`src/rtl/reg_file_pkg.sv`:
```
// Shared constants for the register file with scoreboard.
package reg_file_pkg;

  localparam int unsigned DEFAULT_WORD_LENGTH = 8;
  localparam int unsigned DEFAULT_ADDR_WIDTH  = 3;
  localparam int unsigned REG_ZERO            = 0;

endpackage : reg_file_pkg

```
`src/rtl/reg_file_scoreboard_if.sv`:
```
// Decode/write-back side bus of the register file: write, read, reserve and hazard signals.
interface reg_file_scoreboard_if
  import reg_file_pkg::*;
#(
  parameter int unsigned WORD_LENGTH = DEFAULT_WORD_LENGTH,
  parameter int unsigned ADDR_WIDTH  = DEFAULT_ADDR_WIDTH
);

  logic                   write_en;
  logic [ADDR_WIDTH-1:0]  write_addr;
  logic [WORD_LENGTH-1:0] write_data;
  logic                   rd_en;
  logic [ADDR_WIDTH-1:0]  rd_addr_1;
  logic [ADDR_WIDTH-1:0]  rd_addr_2;
  logic [WORD_LENGTH-1:0] rd_data_1;
  logic [WORD_LENGTH-1:0] rd_data_2;
  logic                   rd_valid;
  logic                   reserve_en;
  logic [ADDR_WIDTH-1:0]  reserve_addr;
  logic                   busy_1;
  logic                   busy_2;
  logic                   hazard;

  modport master (
    output write_en, write_addr, write_data, rd_en, rd_addr_1, rd_addr_2,
           reserve_en, reserve_addr,
    input  rd_data_1, rd_data_2, rd_valid, busy_1, busy_2, hazard
  );

  modport slave (
    input  write_en, write_addr, write_data, rd_en, rd_addr_1, rd_addr_2,
           reserve_en, reserve_addr,
    output rd_data_1, rd_data_2, rd_valid, busy_1, busy_2, hazard
  );

endinterface : reg_file_scoreboard_if

```
`src/rtl/reg_scoreboard.sv`:
```
// Per-register busy bits: set by reserve, cleared by write, with same-cycle write bypass on lookup.
module reg_scoreboard
  import reg_file_pkg::*;
#(
  parameter int unsigned ADDR_WIDTH = DEFAULT_ADDR_WIDTH
) (
  input  logic                  clk,
  input  logic                  reset,
  input  logic                  write_en,
  input  logic [ADDR_WIDTH-1:0] write_addr,
  input  logic                  reserve_en,
  input  logic [ADDR_WIDTH-1:0] reserve_addr,
  input  logic [ADDR_WIDTH-1:0] rd_addr_1,
  input  logic [ADDR_WIDTH-1:0] rd_addr_2,
  output logic                  busy_1,
  output logic                  busy_2
);

  localparam int unsigned DEPTH = 1 << ADDR_WIDTH;

  logic [DEPTH-1:0] busy;
  logic [DEPTH-1:0] busy_next;
  logic             clr_1;
  logic             clr_2;

  // Reserve is applied after the write clear so a new producer keeps the bit set.
  always_comb begin
    busy_next = busy;
    if (write_en)   busy_next[write_addr]   = 1'b0;
    if (reserve_en) busy_next[reserve_addr] = 1'b1;
  end

  always_ff @(posedge clk) begin
    if (reset) busy <= '0;
    else       busy <= busy_next;
  end

  // A completing write hides the busy bit unless it is re-reserved in the same cycle.
  always_comb begin
    clr_1  = write_en && (write_addr == rd_addr_1)
             && !(reserve_en && (reserve_addr == rd_addr_1));
    clr_2  = write_en && (write_addr == rd_addr_2)
             && !(reserve_en && (reserve_addr == rd_addr_2));
    busy_1 = busy[rd_addr_1] && !clr_1;
    busy_2 = busy[rd_addr_2] && !clr_2;
  end

endmodule : reg_scoreboard

```
`src/rtl/reg_file_scoreboard.sv`:
```
// Register file, one write / two registered read ports, with bypass, scoreboard and hazard flag.
// Optional: define ZERO_REG_EN to hardwire register 0 to zero.
module reg_file_scoreboard
  import reg_file_pkg::*;
#(
  parameter int unsigned WORD_LENGTH = DEFAULT_WORD_LENGTH,
  parameter int unsigned ADDR_WIDTH  = DEFAULT_ADDR_WIDTH
) (
  input  logic                  clk,
  input  logic                  reset,
  reg_file_scoreboard_if.slave  bus
);

  localparam int unsigned DEPTH = 1 << ADDR_WIDTH;

  logic [WORD_LENGTH-1:0] regs [DEPTH];
  logic                   write_en_eff;
  logic                   reserve_en_eff;
  logic                   busy_1;
  logic                   busy_2;
  logic                   hazard;
  logic [WORD_LENGTH-1:0] rd_next_1;
  logic [WORD_LENGTH-1:0] rd_next_2;

`ifdef ZERO_REG_EN
  // Register 0 never accepts writes or reservations, so it stays at its reset value of zero.
  assign write_en_eff   = bus.write_en   && (bus.write_addr   != ADDR_WIDTH'(REG_ZERO));
  assign reserve_en_eff = bus.reserve_en && (bus.reserve_addr != ADDR_WIDTH'(REG_ZERO));
`else
  assign write_en_eff   = bus.write_en;
  assign reserve_en_eff = bus.reserve_en;
`endif

  reg_scoreboard #(
    .ADDR_WIDTH (ADDR_WIDTH)
  ) u_scoreboard (
    .clk          (clk),
    .reset        (reset),
    .write_en     (write_en_eff),
    .write_addr   (bus.write_addr),
    .reserve_en   (reserve_en_eff),
    .reserve_addr (bus.reserve_addr),
    .rd_addr_1    (bus.rd_addr_1),
    .rd_addr_2    (bus.rd_addr_2),
    .busy_1       (busy_1),
    .busy_2       (busy_2)
  );

  assign hazard     = bus.rd_en && (busy_1 || busy_2);
  assign bus.busy_1 = busy_1;
  assign bus.busy_2 = busy_2;
  assign bus.hazard = hazard;

  // Read muxes with write-to-read bypass.
  always_comb begin
    rd_next_1 = regs[bus.rd_addr_1];
    rd_next_2 = regs[bus.rd_addr_2];
    if (write_en_eff && (bus.write_addr == bus.rd_addr_1)) rd_next_1 = bus.write_data;
    if (write_en_eff && (bus.write_addr == bus.rd_addr_2)) rd_next_2 = bus.write_data;
  end

  always_ff @(posedge clk) begin
    if (reset) begin
      for (int i = 0; i < int'(DEPTH); i++) regs[i] <= '0;
    end else if (write_en_eff) begin
      regs[bus.write_addr] <= bus.write_data;
    end
  end

  // Read data only advances on a hazard-free request; otherwise it holds.
  always_ff @(posedge clk) begin
    if (reset) begin
      bus.rd_data_1 <= '0;
      bus.rd_data_2 <= '0;
      bus.rd_valid  <= 1'b0;
    end else if (bus.rd_en && !hazard) begin
      bus.rd_data_1 <= rd_next_1;
      bus.rd_data_2 <= rd_next_2;
      bus.rd_valid  <= 1'b1;
    end else begin
      bus.rd_valid  <= 1'b0;
    end
  end

endmodule : reg_file_scoreboard

```
`src/flat_wrapper.sv`:
```
// flat-port wrapper written by rule: the top's interface ports become plain ports
module reg_file_scoreboard_flat import reg_file_pkg::*;
#(
  parameter int unsigned WORD_LENGTH = DEFAULT_WORD_LENGTH,
  parameter int unsigned ADDR_WIDTH  = DEFAULT_ADDR_WIDTH
)
  (clk, reset, bus_write_en, bus_write_addr, bus_write_data, bus_rd_en, bus_rd_addr_1, bus_rd_addr_2, bus_reserve_en, bus_reserve_addr, bus_rd_data_1, bus_rd_data_2, bus_rd_valid, bus_busy_1, bus_busy_2, bus_hazard);
  reg_file_scoreboard_if #(.WORD_LENGTH(WORD_LENGTH), .ADDR_WIDTH(ADDR_WIDTH)) bus_i ();
  input  logic clk;
  input  logic reset;
  input wire logic [$bits(bus_i.write_en)-1:0] bus_write_en;
  input wire logic [$bits(bus_i.write_addr)-1:0] bus_write_addr;
  input wire logic [$bits(bus_i.write_data)-1:0] bus_write_data;
  input wire logic [$bits(bus_i.rd_en)-1:0] bus_rd_en;
  input wire logic [$bits(bus_i.rd_addr_1)-1:0] bus_rd_addr_1;
  input wire logic [$bits(bus_i.rd_addr_2)-1:0] bus_rd_addr_2;
  input wire logic [$bits(bus_i.reserve_en)-1:0] bus_reserve_en;
  input wire logic [$bits(bus_i.reserve_addr)-1:0] bus_reserve_addr;
  output wire logic [$bits(bus_i.rd_data_1)-1:0] bus_rd_data_1;
  output wire logic [$bits(bus_i.rd_data_2)-1:0] bus_rd_data_2;
  output wire logic [$bits(bus_i.rd_valid)-1:0] bus_rd_valid;
  output wire logic [$bits(bus_i.busy_1)-1:0] bus_busy_1;
  output wire logic [$bits(bus_i.busy_2)-1:0] bus_busy_2;
  output wire logic [$bits(bus_i.hazard)-1:0] bus_hazard;
  assign bus_i.write_en = bus_write_en;
  assign bus_i.write_addr = bus_write_addr;
  assign bus_i.write_data = bus_write_data;
  assign bus_i.rd_en = bus_rd_en;
  assign bus_i.rd_addr_1 = bus_rd_addr_1;
  assign bus_i.rd_addr_2 = bus_rd_addr_2;
  assign bus_i.reserve_en = bus_reserve_en;
  assign bus_i.reserve_addr = bus_reserve_addr;
  assign bus_rd_data_1 = bus_i.rd_data_1;
  assign bus_rd_data_2 = bus_i.rd_data_2;
  assign bus_rd_valid = bus_i.rd_valid;
  assign bus_busy_1 = bus_i.busy_1;
  assign bus_busy_2 = bus_i.busy_2;
  assign bus_hazard = bus_i.hazard;
  reg_file_scoreboard #(.WORD_LENGTH(WORD_LENGTH), .ADDR_WIDTH(ADDR_WIDTH)) u_core (.clk(clk), .reset(reset), .bus(bus_i));
endmodule
```
`config.mk`:
```
export PLATFORM = sky130hd
export DESIGN_NAME = reg_file_scoreboard_flat
export DESIGN_NICKNAME = d
export VERILOG_FILES = /design/src/rtl/reg_file_pkg.sv /design/src/rtl/reg_file_scoreboard_if.sv /design/src/rtl/reg_scoreboard.sv /design/src/rtl/reg_file_scoreboard.sv /design/src/flat_wrapper.sv
export SDC_FILE = /design/constraint.sdc
export NUM_CORES = 1
export LEC_CHECK = 0
export ABC_CLOCK_PERIOD_IN_PS = 2200
export BUFFER_PORTS_ARGS = -buffer_cell sky130_fd_sc_hd__buf_2
export CELL_PAD_IN_SITES_DETAIL_PLACEMENT = 1
export CELL_PAD_IN_SITES_GLOBAL_PLACEMENT = 2
export CORE_UTILIZATION = 35
export CTS_BUF_LIST = sky130_fd_sc_hd__clkbuf_4 sky130_fd_sc_hd__clkbuf_8 sky130_fd_sc_hd__clkbuf_16
export CTS_CLUSTER_DIAMETER = 60
export DETAILED_ROUTE_END_ITERATION = 8
export PLACE_DENSITY_LB_ADDON = 0.25
export SLEW_MARGIN = 20
export SYNTH_ARGS = -nofsm -noshare
export SYNTH_HDL_FRONTEND = slang
export SYNTH_SLANG_ARGS = --single-unit
```
`constraint.sdc`:
```
create_clock -name clk -period 2.2 [get_ports clk]
set_input_delay 0.11 -clock clk [delete_from_list [all_inputs] [get_ports clk]]
set_output_delay 0.11 -clock clk [all_outputs]
set_load 0.05 [all_outputs]
```
* Word level (Yosys, flattened, before mapping) *
Memory sizes are Yosys's and may differ from the RTL's. A register that Yosys moved wholly into a read port is not among the register bits.
Index checks and enable logic that the tools add are counted.

operators by class
  reductions and logical operators = 19
  shifts and indexed selects = 0
  multiplexer cells = 19
  divide/modulo/power cells = 0
  $lt $le $gt $ge = 6
  multiply operators = 0
  bitwise operators = 3
  equality and inequality tests = 4
  $add $sub $neg = 0

operators with widths
  cell                count
  $mux 8              3
  $lt 3x4->1 const B  4
  $eq 3x3->1          4
  $logic_and 1x1->1   12
  $mux 1              11
  $and 8x8->8         1
  $not 8->8           1
  $or 8x8->8          1
  $reduce_or 8->1     1
  $bmux 1 s3          2
  $demux 1 s3         2
  $ge 3x1->1 const B  2
  $logic_not 1->1     5
  $mux 3              1
  $logic_or 1x1->1    1

word-level totals
  ROM bits = 0
  output and inout bits = 20
  bits in registers = 9
  memories = 1
  input bits = 25
  logic and storage cells = 54
  bits in latches = 0
  RAM bits = 64

memories
  name         words  bits a word  rd ports  clocked after memory_dff  write ports  line                       text
  u_core.regs  8      8            2         2                         8            reg_file_scoreboard.sv:16  logic [WORD_LENGTH-1:0] regs [DEPTH];

* Logic depth before layout (Yosys ltp) *
Gate-level depths: netlist of the first run.

  depth in word-level cells = 11
  gate-level depth with buffers = 9
  mapped depth without buffers = 6

* Modules after synthesis *
Synthesis of the first run repeated with hierarchy kept, for this count alone.

unflattened totals
  cells, all modules = 395
  area total of the unflattened synthesis = 4822.1 um^2

by module, submodules not included
  module               area an instance (um^2)  times used  cells an instance  seq. area each (um^2)
  reg_file_scoreboard  4201.5                   1           324                2262.2
  reg_scoreboard       620.6                    1           71                 160.2

* Worst setup path after synthesis of the first run *
OpenSTA, ideal clock, no wires.

  path type = input port to output port
  from = in bus_reserve_addr[1]
  to = out bus_hazard
  stages on the path = 7
  arrival time = 1954 ps
  slack = 136 ps
  data required time = 2090 ps
  buffers on the path = 3
  cell sequence = clkbuf_1 -> xnor2_1 -> nand4_1 -> a32o_1 -> buf_2 -> buf_2 -> a21oi_1

on the way
  word-level cells in the longest chain between the ends = 8
  elaborated cells on any way between the ends = 14
  classes of those cells = eq/ne: 2; reduce/logical: 12

RTL lines
  what                                  line                                        text
  start, declared                       flat_wrapper.sv:18                          input wire logic [$bits(bus_i.reserve_addr)-1:0] bus_reserve_addr;
  $eq 3x3->1 (on tied branches)         reg_scoreboard.sv:41, reg_scoreboard.sv:43
  $logic_and 1x1->1 (on tied branches)  reg_scoreboard.sv:41, reg_scoreboard.sv:43
  $logic_not 1->1 (on tied branches)    reg_scoreboard.sv:41, reg_scoreboard.sv:43
  $logic_and 1x1->1 (on tied branches)  reg_scoreboard.sv:41, reg_scoreboard.sv:43
  $logic_not 1->1 (on tied branches)    reg_scoreboard.sv:44, reg_scoreboard.sv:45
  $logic_and 1x1->1 (on tied branches)  reg_scoreboard.sv:44, reg_scoreboard.sv:45
  $logic_or 1x1->1 (*)                  reg_file_scoreboard.sv:49                   assign hazard = bus.rd_en && (busy_1 || busy_2);
  $logic_and 1x1->1 (*)                 reg_file_scoreboard.sv:49
  end, declared                         flat_wrapper.sv:24                          output wire logic [$bits(bus_i.hazard)-1:0] bus_hazard;

Every way passes the cells marked *; elsewhere a longest branch is shown, timed or not.

* Worst setup path in the final report of the first run *
  from = reg u_core.u_scoreboard.busy[6]
  to = out bus_hazard

on the way
  word-level cells in the longest chain between the ends = 5
  elaborated cells on any way between the ends = 8
  classes of those cells = mux: 4; reduce/logical: 4

RTL lines
  what                                  line                                        text
  start, declared                       reg_scoreboard.sv:21                        logic [DEPTH-1:0] busy;
  start signal, assigned                reg_scoreboard.sv:35                        else busy <= busy_next;
  $bmux 1 s3 (on tied branches)         reg_scoreboard.sv:44, reg_scoreboard.sv:45
  $mux 1 (on tied branches)             reg_scoreboard.sv:44, reg_scoreboard.sv:45
  $logic_and 1x1->1 (on tied branches)  reg_scoreboard.sv:44, reg_scoreboard.sv:45
  $logic_or 1x1->1 (*)                  reg_file_scoreboard.sv:49
  $logic_and 1x1->1 (*)                 reg_file_scoreboard.sv:49

Every way passes the cells marked *; elsewhere a longest branch is shown, timed or not. The select of a mux whose other input is x is not followed.

==> results.py, run 1 <==
metrics = {
    "status": {
        "status": "completed",
    },
    "clock_tree": {
        "clk_path_buf_depth": 2,
        "cts.sinks": 89,
        "h-tree-depth": 3,
        "clk_pin_slew_ps": 60,
        "postCtsHoldBufs": 0,
        "cts_tree": "done",
        "post_cts_buffers": 0,
        "cts_buffers": 9,
        "clockRootBuffer": "clkbuf_16",
        "worstSkewPairLatency_ps": 350,
        "cts-resized-gates": 0,
    },
    "floorplanning": {
        "core_area_um2": 14040,
        "row_count": 43,
        "start_util_pct": 36.25,
        "io_pins": 45,
        "die_area_um2": 15030,
        "fp.dieW_um": 122.6,
        "fp.dieH_um": 122.6,
    },
    "timing": {
        "setup_viol": 0,
        "final.setup.tns_ps": 0,
        "relSlewSlack_pct": 36.82,
        "timing.fmax_mhz": 474.1,
        "tightest_slew_ps": 945.7,
        "period_minus_slack_ps": 2109,
        "rsz0062_at_grt": "false",
        "fin_skew_ps": 5.835,
        "final_max_slew_viol_count": 0,
        "timing.final.ws_setup_ps": 90.72,
        "final_hold_viol_count": 0,
        "timing.final.crit_share_pct": 95.88,
    },
    "layout": {
        "final_cell_mix": "and2_1, edfxtp_1, buf_2, mux2_2, mux4_1",
        "drive_gt1_share_pct": 27.17,
        "area_delta_synth_final_pct": 14.68,
        "n_antenna_cell": 0,
        "nets": 447,
        "final_util_pct": 41.57,
        "fin_cells": 607,
    },
    "setup_path": {
        "cp-end-kind": "output pin",
        "worstSetupPathType": "register to output pin",
        "cp_data_arrival_time_ps": 2000,
        "endpoint": "bus_hazard",
        "rr_startpoint": "u_core.u_scoreboard.busy[6]",
        "worstPathRequired_ps": 2090,
        "worstReg2RegEnd": "u_core.bus.rd_data_2[7]",
        "critPathLaunch": "u_core.u_scoreboard.busy[6]",
        "start_kind": "register",
        "cp_max_fo": 17,
        "rrSetupSlack_ps": 320,
        "ff2ff_path_depth": 6,
    },
    "synthesis": {
        "synth_area_per_cell_um2": 13.39,
        "synth_flop_cell": "edfxtp_1",
        "synth_fp_nets": 405,
        "synth_xor_area_share_pct": 2.065,
        "synth_edf_count": 64,
        "synth_compound_area_share_pct": 6.539,
        "synth.distinct_cells": 36,
        "syn_inst": 380,
        "synth-simple-area-share_pct": 13.96,
        "synth-async-reset-ratio_pct": 0,
        "syn_area_um2": 5090,
        "yosysTopAreaCell": "edfxtp_1",
        "synth_top_cell_area_share_pct": 37.76,
        "yosysWarnings": 0,
        "synth_seq_area_share_pct": 47.59,
        "netlist_top_cells_area": "edfxtp_1, mux4_1, dfxtp_1",
        "synth.mux.area_fraction_pct": 25.29,
        "ys_seq_elements": 89,
        "synth_top_family_by_area": "multiplexers",
        "synth_fa_ha_area_share_pct": 0,
    },
    "grt": {
        "antenna_found_initial": 0,
        "grt_max_degree": 26,
        "globalRoute.totalOverflow": 0,
        "grt_pass1_wl_um": 20290,
        "grtUsageTotal_pct": 18.64,
        "grt_pass1_vias": 3441,
    },
    "hold_path": {
        "min_path_type": "input port to register",
    },
    "power_and_ir_drop": {
        "peakVddDrop_mv": 0.3768,
        "p_leak_nw": 2.250,
        "p_total_mw": 4.445,
        "power.density_nw_per_um2": 761.6,
    },
    "detailed_routing": {
        "vias": 3305,
        "first_iter_violations": 201,
        "antenna_left": 0,
        "wl_per_cell_um": 21.15,
        "avgViaCountPerCell": 5.445,
        "firstDrtPassIters": 6,
        "wl_um": 12840,
        "drc_errors": 0,
    },
    "placed_design": {
        "dp_hpwl_um": 9726,
        "place_ws_ps": 84.36,
        "dp.cells": 591,
        "port_buffers": 44,
        "gp_congestion": 0.7600,
    },
    "flow_run": {
        "drv_cap": 0,
    },
}
-- where the power goes --
part	internal, mW	switching, mW	leakage, nW
clock	1.10	0.668	0.167
sequential	1.91	0.0593	0.823
combinational	0.298	0.407	1.26
total	3.31	1.13	2.25
-- kinds of logic (layout without fill, tap and decap cells) --
group / after synthesis / after routing
AND/OR/NAND/NOR: 119 / 119
flip-flops: 89 / 89
XOR/XNOR: 12 / 12
multiplexers: 68 / 68
buffers and inverters: 41 / 88
AO/OA/AOI/OAI: 51 / 51
-- state kept, by name (all words and copies together) (netlist names) --
signal / count
u_core.regs: 64
u_core.bus.rd_data_1: 8
u_core.bus.rd_data_2: 8
u_core.u_scoreboard.busy: 8
u_core.bus.rd_valid: 1
-- cells in the mapped netlist, drive strengths merged, types with 2 or more instances --
cell and instances:
a21oi 19, or4b 2, nand3 4, nand4 18, a31o 2, o31ai 16
xor2 6, inv 12, o21ai 6, nand2b 5, nand2 6, mux2 32
a32o 4, nor3 4, clkbuf 10, edfxtp 64, and2 64, nor2 8
mux4 36, o21bai 3, dfxtp 25, xnor2 6, nor2b 4, buf 18
-- metrics by stage --
stage               area (um2)  hold slack [ps]
CTS                       5837            117.6
global route              5837            146.7
floorplan                 5090            308.2
finish                    5837            125.3
global placement          5503            455.3
detailed placement        5503            465.5
-- cell type report --
class / count / area [um2]
clock buffers: 9 / 225.2
inverters: 13 / 48.80
fillers: 1467 / 8205
repair buffers: 59 / 370.4
flip-flops and latches: 89 / 2422
well taps: 180 / 225.2
clock inverters: 7 / 108.9
multi-input cells: 250 / 2436
-- worst max-delay path, cell delays in order, from the launching register on --
cell and delay [ps]:
dfxtp_1 320, mux4_2 500, nand2b_1 110, a32o_1 230, buf_12 170, a21oi_1 80, buf_2 230
-- how the worst min path moves through the flow --
stage | start | endpoint | slack [ps] | cells past startpoint
after floorplan | bus_write_data[0] | u_core.regs[0][0] | 310 | 1
final | bus_reserve_addr[2] | u_core.u_scoreboard.busy[7] | 130 | 3
after global routing | bus_reserve_addr[2] | u_core.u_scoreboard.busy[7] | 150 | 3
after detailed placement | u_core.bus.rd_data_2[1] | u_core.bus.rd_data_2[1] | 470 | 2
after global placement | u_core.bus.rd_data_1[0] | u_core.bus.rd_data_1[0] | 460 | 2
after CTS | bus_reserve_addr[2] | u_core.u_scoreboard.busy[7] | 120 | 3
-- layer usage --
metal  routed length, um  vias to the layer above  track usage, %
met5                   0                        -               0
li1                    -                     1571               -
met4                 214                        0           7.774
met1                6174                     1662           25.55
met2                6003                       60           29.60
met3                 446                       12           2.556
(Power assumes the default switching activity.)
==> run 2: changes to the inputs <==
--- a/constraint.sdc
+++ b/constraint.sdc
@@ -3,2 +3,2 @@
 set_output_delay 0.11 -clock clk [all_outputs]
-set_load 0.05 [all_outputs]
+set_load 0.01 [all_outputs]
==> run 2 against run 1 <==
  * Routed wire length rose by 2.3%
  * Clock power fell by 8%
  * Via count rose by 0.21%
  * First-iteration DRC count rose by 24%
  * Combinational power fell by 16%
  * Sequential power barely moved
  * Total power fell by 5.7%
  * Cell count did not move
  * Design area fell by 0.77%
  * Critical endpoint unchanged
==> results.py, run 2 (synthesis results as in run 1) <==
metrics = {
    "status": {
        "status": "completed",
    },
    "hold_path": {
        "min_path_type": "input port to register",
        "min_path_cells": 3,
        "worstHoldStart": "bus_reserve_addr[2]",
    },
    "timing": {
        "timing.fmax_mhz": 480.8,
        "final.setup.tns_ps": 0,
        "relSlewSlack_pct": 40.32,
        "final_max_slew_viol_count": 0,
        "period_minus_slack_ps": 2080,
        "final_hold_viol_count": 0,
        "rsz0062_at_grt": "false",
        "timing.final.crit_share_pct": 94.53,
        "tightest_slew_ps": 893.4,
        "setup_viol": 0,
        "fin_skew_ps": 5.565,
        "hold_slack_ps": 137.6,
    },
    "detailed_routing": {
        "firstDrtPassIters": 4,
        "wl_um": 13130,
        "first_iter_violations": 250,
        "avgViaCountPerCell": 5.456,
        "antenna_left": 0,
        "drc_errors": 0,
        "vias": 3312,
        "wl_per_cell_um": 21.63,
    },
    "clock_tree": {
        "cts.sinks": 89,
        "worstSkewPairLatency_ps": 350,
        "clk_pin_slew_ps": 70,
        "clk_path_buf_depth": 2,
        "cts-resized-gates": 0,
        "clockRootBuffer": "clkbuf_16",
        "postCtsHoldBufs": 0,
        "cts_buffers": 9,
        "cts_tree": "done",
        "h-tree-depth": 3,
        "post_cts_buffers": 0,
    },
    "setup_path": {
        "critPathLaunch": "u_core.u_scoreboard.busy[6]",
        "ff2ff_path_depth": 5,
        "cp-end-kind": "output pin",
        "worstPathRequired_ps": 2090,
        "worstSetupPathType": "register to output pin",
        "rr_startpoint": "u_core.regs[1][6]",
        "crit_path_max_incr_delay_ps": 490,
        "cp_max_fo": 17,
        "crit_path_top_delay_cell": "mux4_2",
        "worstPathCellList": "mux4_2 > nand2b_1 > a32o_1 > buf_4 > a21oi_1 > buf_2",
        "start_kind": "register",
        "cp_data_arrival_time_ps": 1970,
    },
    "grt": {
        "antenna_found_initial": 0,
        "globalRoute.totalOverflow": 0,
        "grt_pass1_vias": 3330,
        "grt_pass1_wl_um": 20200,
        "grtUsageTotal_pct": 18.70,
        "grt_max_degree": 25,
    },
    "power_and_ir_drop": {
        "p_total_mw": 4.192,
        "p_leak_nw": 2.226,
        "power.density_nw_per_um2": 723.8,
        "peakVddDrop_mv": 0.3567,
    },
    "layout": {
        "nets": 447,
        "top_register": "u_core.regs",
        "final_cell_mix": "and2_1, edfxtp_1, buf_2, mux2_2, mux4_1",
        "largest_reg_flops": 64,
        "fill_cells": 1468,
        "drive_gt1_share_pct": 27.63,
        "area_delta_synth_final_pct": 13.79,
        "n_antenna_cell": 0,
        "final_util_pct": 41.25,
        "stdcell_area_um2": 5792,
    },
    "flow_run": {
        "drv_cap": 0,
    },
    "placed_design": {
        "gp_congestion": 0.8038,
        "dp_hpwl_um": 10140,
        "place_area_um2": 5478,
        "port_buffers": 44,
    },
    "floorplanning": {
        "fp.dieW_um": 122.6,
        "die_area_um2": 15030,
        "fp.dieH_um": 122.6,
        "row_count": 43,
        "io_pins": 45,
        "core_area_um2": 14040,
        "start_util_pct": 36.25,
    },
}
-- run 2: cell count changes in the layout (fill, tap and decap cells not counted) --
cell       previous run  this run
buf_12                3         1
buf_4                12        14
bufinv_16             3         1
clkinv_1              2         1
clkinv_2              3         0
clkinv_4              0         2
inv_6                 0         3
inv_8                 0         1
o21bai_1              3         2
o21bai_2              0         1
-- run 2: final cells by class --
type / count / area [um2] / share of cell area [%]
repair buffers: 59 / 345.3 / 5.962
flip-flops and latches: 89 / 2422 / 41.82
inverters: 13 / 48.80 / 0.8425
clock inverters: 7 / 85.08 / 1.469
multi-input cells: 250 / 2440 / 42.13
well taps: 180 / 225.2 / 3.889
clock buffers: 9 / 225.2 / 3.889
-- run 2: metal layers --
layer | routed length [um] | track usage (%)
met2 | 5805 | 27.84
met4 | 122 | 4.802
met3 | 612 | 3.671
met1 | 6590 | 27.66
met5 | 0 | 0
-- run 2: worst paths after layout --
kind                                      end  slack (ps)
hold reg to reg       u_core.bus.rd_data_1[5]         470
setup / recovery                   bus_hazard         120
setup reg to reg      u_core.bus.rd_data_1[6]         390
hold / removal    u_core.u_scoreboard.busy[7]         140
-- run 2: worst max-delay path: cells and delay by family (launching register included) --
family          cells  cell delay [ps]
simple gates        1               90
compound gates      2              300
flops               1              330
buf+inv             2              400
mux                 1              490
-- run 2: power by group --
group	internal (mW)	total (mW)	switching, mW
Combinational	0.292	0.589	0.298
Sequential	1.91	1.98	0.0712
Clock	0.905	1.62	0.713
-- run 2: stage by stage --
step / setup slack (ps) / cells
final: 120.3 / 607
after global routing: 55.37 / 607
after CTS: 108.8 / 607
after detailed placement: 264.3 / 591
after global placement: 250.3 / 591
after floorplan: 465.8 / 380
==> run 3: changes to the inputs <==
Settings changed: ABC_AREA from default to 1, GPL_ROUTABILITY_DRIVEN from default to 0.
==> run 3 against run 2 <==
  * Largest power group unchanged
  * Synthesized cell count grew 72%
  * Die area shrank 2.0%
  * Cell count grew 43%
  * First-iteration DRC count grew 36%
==> results.py, run 3 <==
metrics = {
    "status": {
        "status": "completed",
    },
    "synthesis": {
        "synthMostInstantiatedCell": "nand2_1",
        "yosysWarnings": 0,
        "synth_area_per_cell_um2": 7.649,
        "synth_fp_nets": 677,
        "synth_flop_cell": "edfxtp_1",
        "synth_top_cell_area_share_pct": 38.53,
        "netlist_top_cells_area": "edfxtp_1, dfxtp_1, nand2_1",
        "synth_seq_area_share_pct": 48.57,
        "synth_edf_count": 64,
        "ys_seq_elements": 89,
        "syn_inst": 652,
        "synth.distinct_cells": 25,
        "syn_area_um2": 4987,
        "synth-async-reset-ratio_pct": 0,
        "synthTopCellsByCount": "nand2_1, nor2_1, nand3_1",
        "yosysTopAreaCell": "edfxtp_1",
    },
    "grt": {
        "grtUsageTotal_pct": 24.49,
        "antenna_found_initial": 0,
        "grt_pass1_wl_um": 25940,
        "grt_max_degree": 65,
        "grt_pass1_vias": 4529,
        "globalRoute.totalOverflow": 0,
    },
    "hold_path": {
        "min_path_type": "input port to register",
    },
    "timing": {
        "tightest_slew_ps": 495.4,
        "period_minus_slack_ps": 1725,
        "relSlewSlack_pct": 66.93,
        "final_hold_viol_count": 0,
        "timing.final.crit_share_pct": 78.41,
        "setup_viol": 0,
        "rsz0062_at_grt": "false",
        "final.setup.tns_ps": 0,
        "timing.fmax_mhz": 579.7,
        "timing.final.ws_setup_ps": 475.1,
        "final_max_slew_viol_count": 0,
        "fin_skew_ps": 6.844,
    },
    "clock_tree": {
        "cts_tree": "done",
        "h-tree-depth": 3,
        "clk_path_buf_depth": 2,
        "cts.sinks": 89,
        "post_cts_buffers": 0,
        "clockRootBuffer": "clkbuf_16",
        "cts-resized-gates": 0,
        "postCtsHoldBufs": 0,
        "clk_pin_slew_ps": 70,
        "cts_buffers": 9,
        "worstSkewPairLatency_ps": 350,
    },
    "detailed_routing": {
        "wl_um": 17100,
        "vias": 4621,
        "firstDrtPassIters": 4,
        "first_iter_violations": 340,
        "wl_per_cell_um": 19.63,
        "antenna_left": 0,
        "avgViaCountPerCell": 5.305,
        "drc_errors": 0,
    },
    "setup_path": {
        "worstSetupPathType": "input port to register",
        "start_kind": "input port",
        "crit_path_max_incr_delay_ps": 470,
        "crit_path_top_delay_cell": "o21ai_0",
        "cp_max_fo": 16,
        "path_common_cell": "nor2_1",
        "worstPathCellList": "buf_2 > inv_1 > nand2_1 > nand3_1 > nand3b_2 > o21ai_0 > nor2_1 > nor2_1",
        "cp-end-kind": "register",
        "cp_data_arrival_time_ps": 2020,
        "worstPathRequired_ps": 2490,
    },
    "layout": {
        "drive_gt1_share_pct": 13.02,
        "area_delta_synth_final_pct": 14.58,
        "final_cell_mix": "nand2_1, nor2_1, nand3_1, edfxtp_1, inv_1",
        "n_antenna_cell": 0,
        "fill_cells": 1743,
        "layout_commonest_cell": "nand2_1",
        "top_register": "u_core.regs",
        "largest_reg_flops": 64,
        "nets": 711,
    },
    "power_and_ir_drop": {
        "combPwrFrac_pct": 15.5,
        "p_leak_nw": 2.479,
        "p_sw_mw": 1.184,
        "p_sw_share_pct": 27.12,
        "peakVddDrop_mv": 0.4809,
        "power.density_nw_per_um2": 764.1,
        "clkPwrFrac_pct": 39.6,
        "power_frac_seq_pct": 44.9,
        "p_int_mw": 3.182,
    },
    "floorplanning": {
        "die_area_um2": 14730,
        "fp.dieW_um": 121.4,
        "fp.dieH_um": 121.4,
        "row_count": 43,
        "start_util_pct": 35.93,
        "io_pins": 45,
        "core_area_um2": 13880,
    },
    "flow_run": {
        "drv_cap": 0,
    },
    "placed_design": {
        "place_ws_ps": 99.31,
        "dp_hpwl_um": 12220,
        "port_buffers": 44,
    },
}
-- run 3: cell count changes in the layout (fill, tap and decap cells not counted), moves of 18 or more --
cell      delta
nand2_1    +118
and2_1      -64
o21ai_0     +43
nor2_1      +98
nand3_1     +73
inv_1       +53
nand4_1     -18
mux4_1      -31
o211ai_1    +32
mux2_2      -32
-- run 3: logic make-up after synthesis --
logic type	after synthesis	synth area share, %
AOI/OAI and AO/OA	126	14.45
buffers and inverters	119	10.24
DFF	89	48.57
and+or+nand+nor	318	26.74
-- run 3: metrics by stage --
stage          cell area, um2  power (mW)  util, %  cells  hold WS, ps
2_1_floorplan            4987       2.419        -    652        182.4
3_3_place_gp             5388       2.658    38.81    855        371.0
3_5_place_dp             5388       2.677    38.81    855        380.1
4_1_cts                  5714       4.402    41.17    871       0.4800
5_1_grt                  5714       4.555    41.17    871        9.551
6_report                 5714       4.366    41.17    871        10.76
-- run 3: final timing paths --
| check | slack, ps | start | end | cells past startpoint |
|---|---|---|---|---|
| max | 480 | bus_rd_addr_1[2] | u_core.bus.rd_data_1[1] | 8 |
| min | 10 | reset | u_core.bus.rd_valid | 2 |
| max reg2reg | 710 | u_core.u_scoreboard.busy[7] | u_core.bus.rd_data_2[0] | 8 |
| min reg2reg | 510 | u_core.bus.rd_data_2[6] | u_core.bus.rd_data_2[6] | 4 |
-- run 3: critical path, delay by kind of cell --
family / cells / cell delay (ps)
AOI/OAI and AO/OA: 1 / 470
buffers and inverters: 2 / 580
and+or+nand+nor: 5 / 840
-- run 3: power groups by stage --
stage / clock network [mW] / registers [mW] / logic [mW]
5_1_grt: 1.83 / 1.98 / 0.752
6_report: 1.73 / 1.96 / 0.677
2_1_floorplan: 0 / 2.00 / 0.422
3_3_place_gp: 0 / 1.99 / 0.665
4_1_cts: 1.76 / 1.96 / 0.681
3_5_place_dp: 0 / 2.00 / 0.678
-- run 3: layout make-up --
type,count,area (um2),share of cell area (%)
multi-input cells,444,2054,35.95
flip-flops and latches,89,2422,42.39
inverters,82,307.8,5.386
clock inverters,3,65.06,1.139
clock buffers,13,261.5,4.576
repair buffers,60,377.9,6.613
well taps,180,225.2,3.941
-- run 3: routing by layer --
metal	up-vias	routed length, um	GRT usage [%]
li1	2235	-	-
met1	2259	7819	31.69
met2	94	8101	39.13
met3	33	655	4.887
met4	0	524	11.34
met5	-	0	0
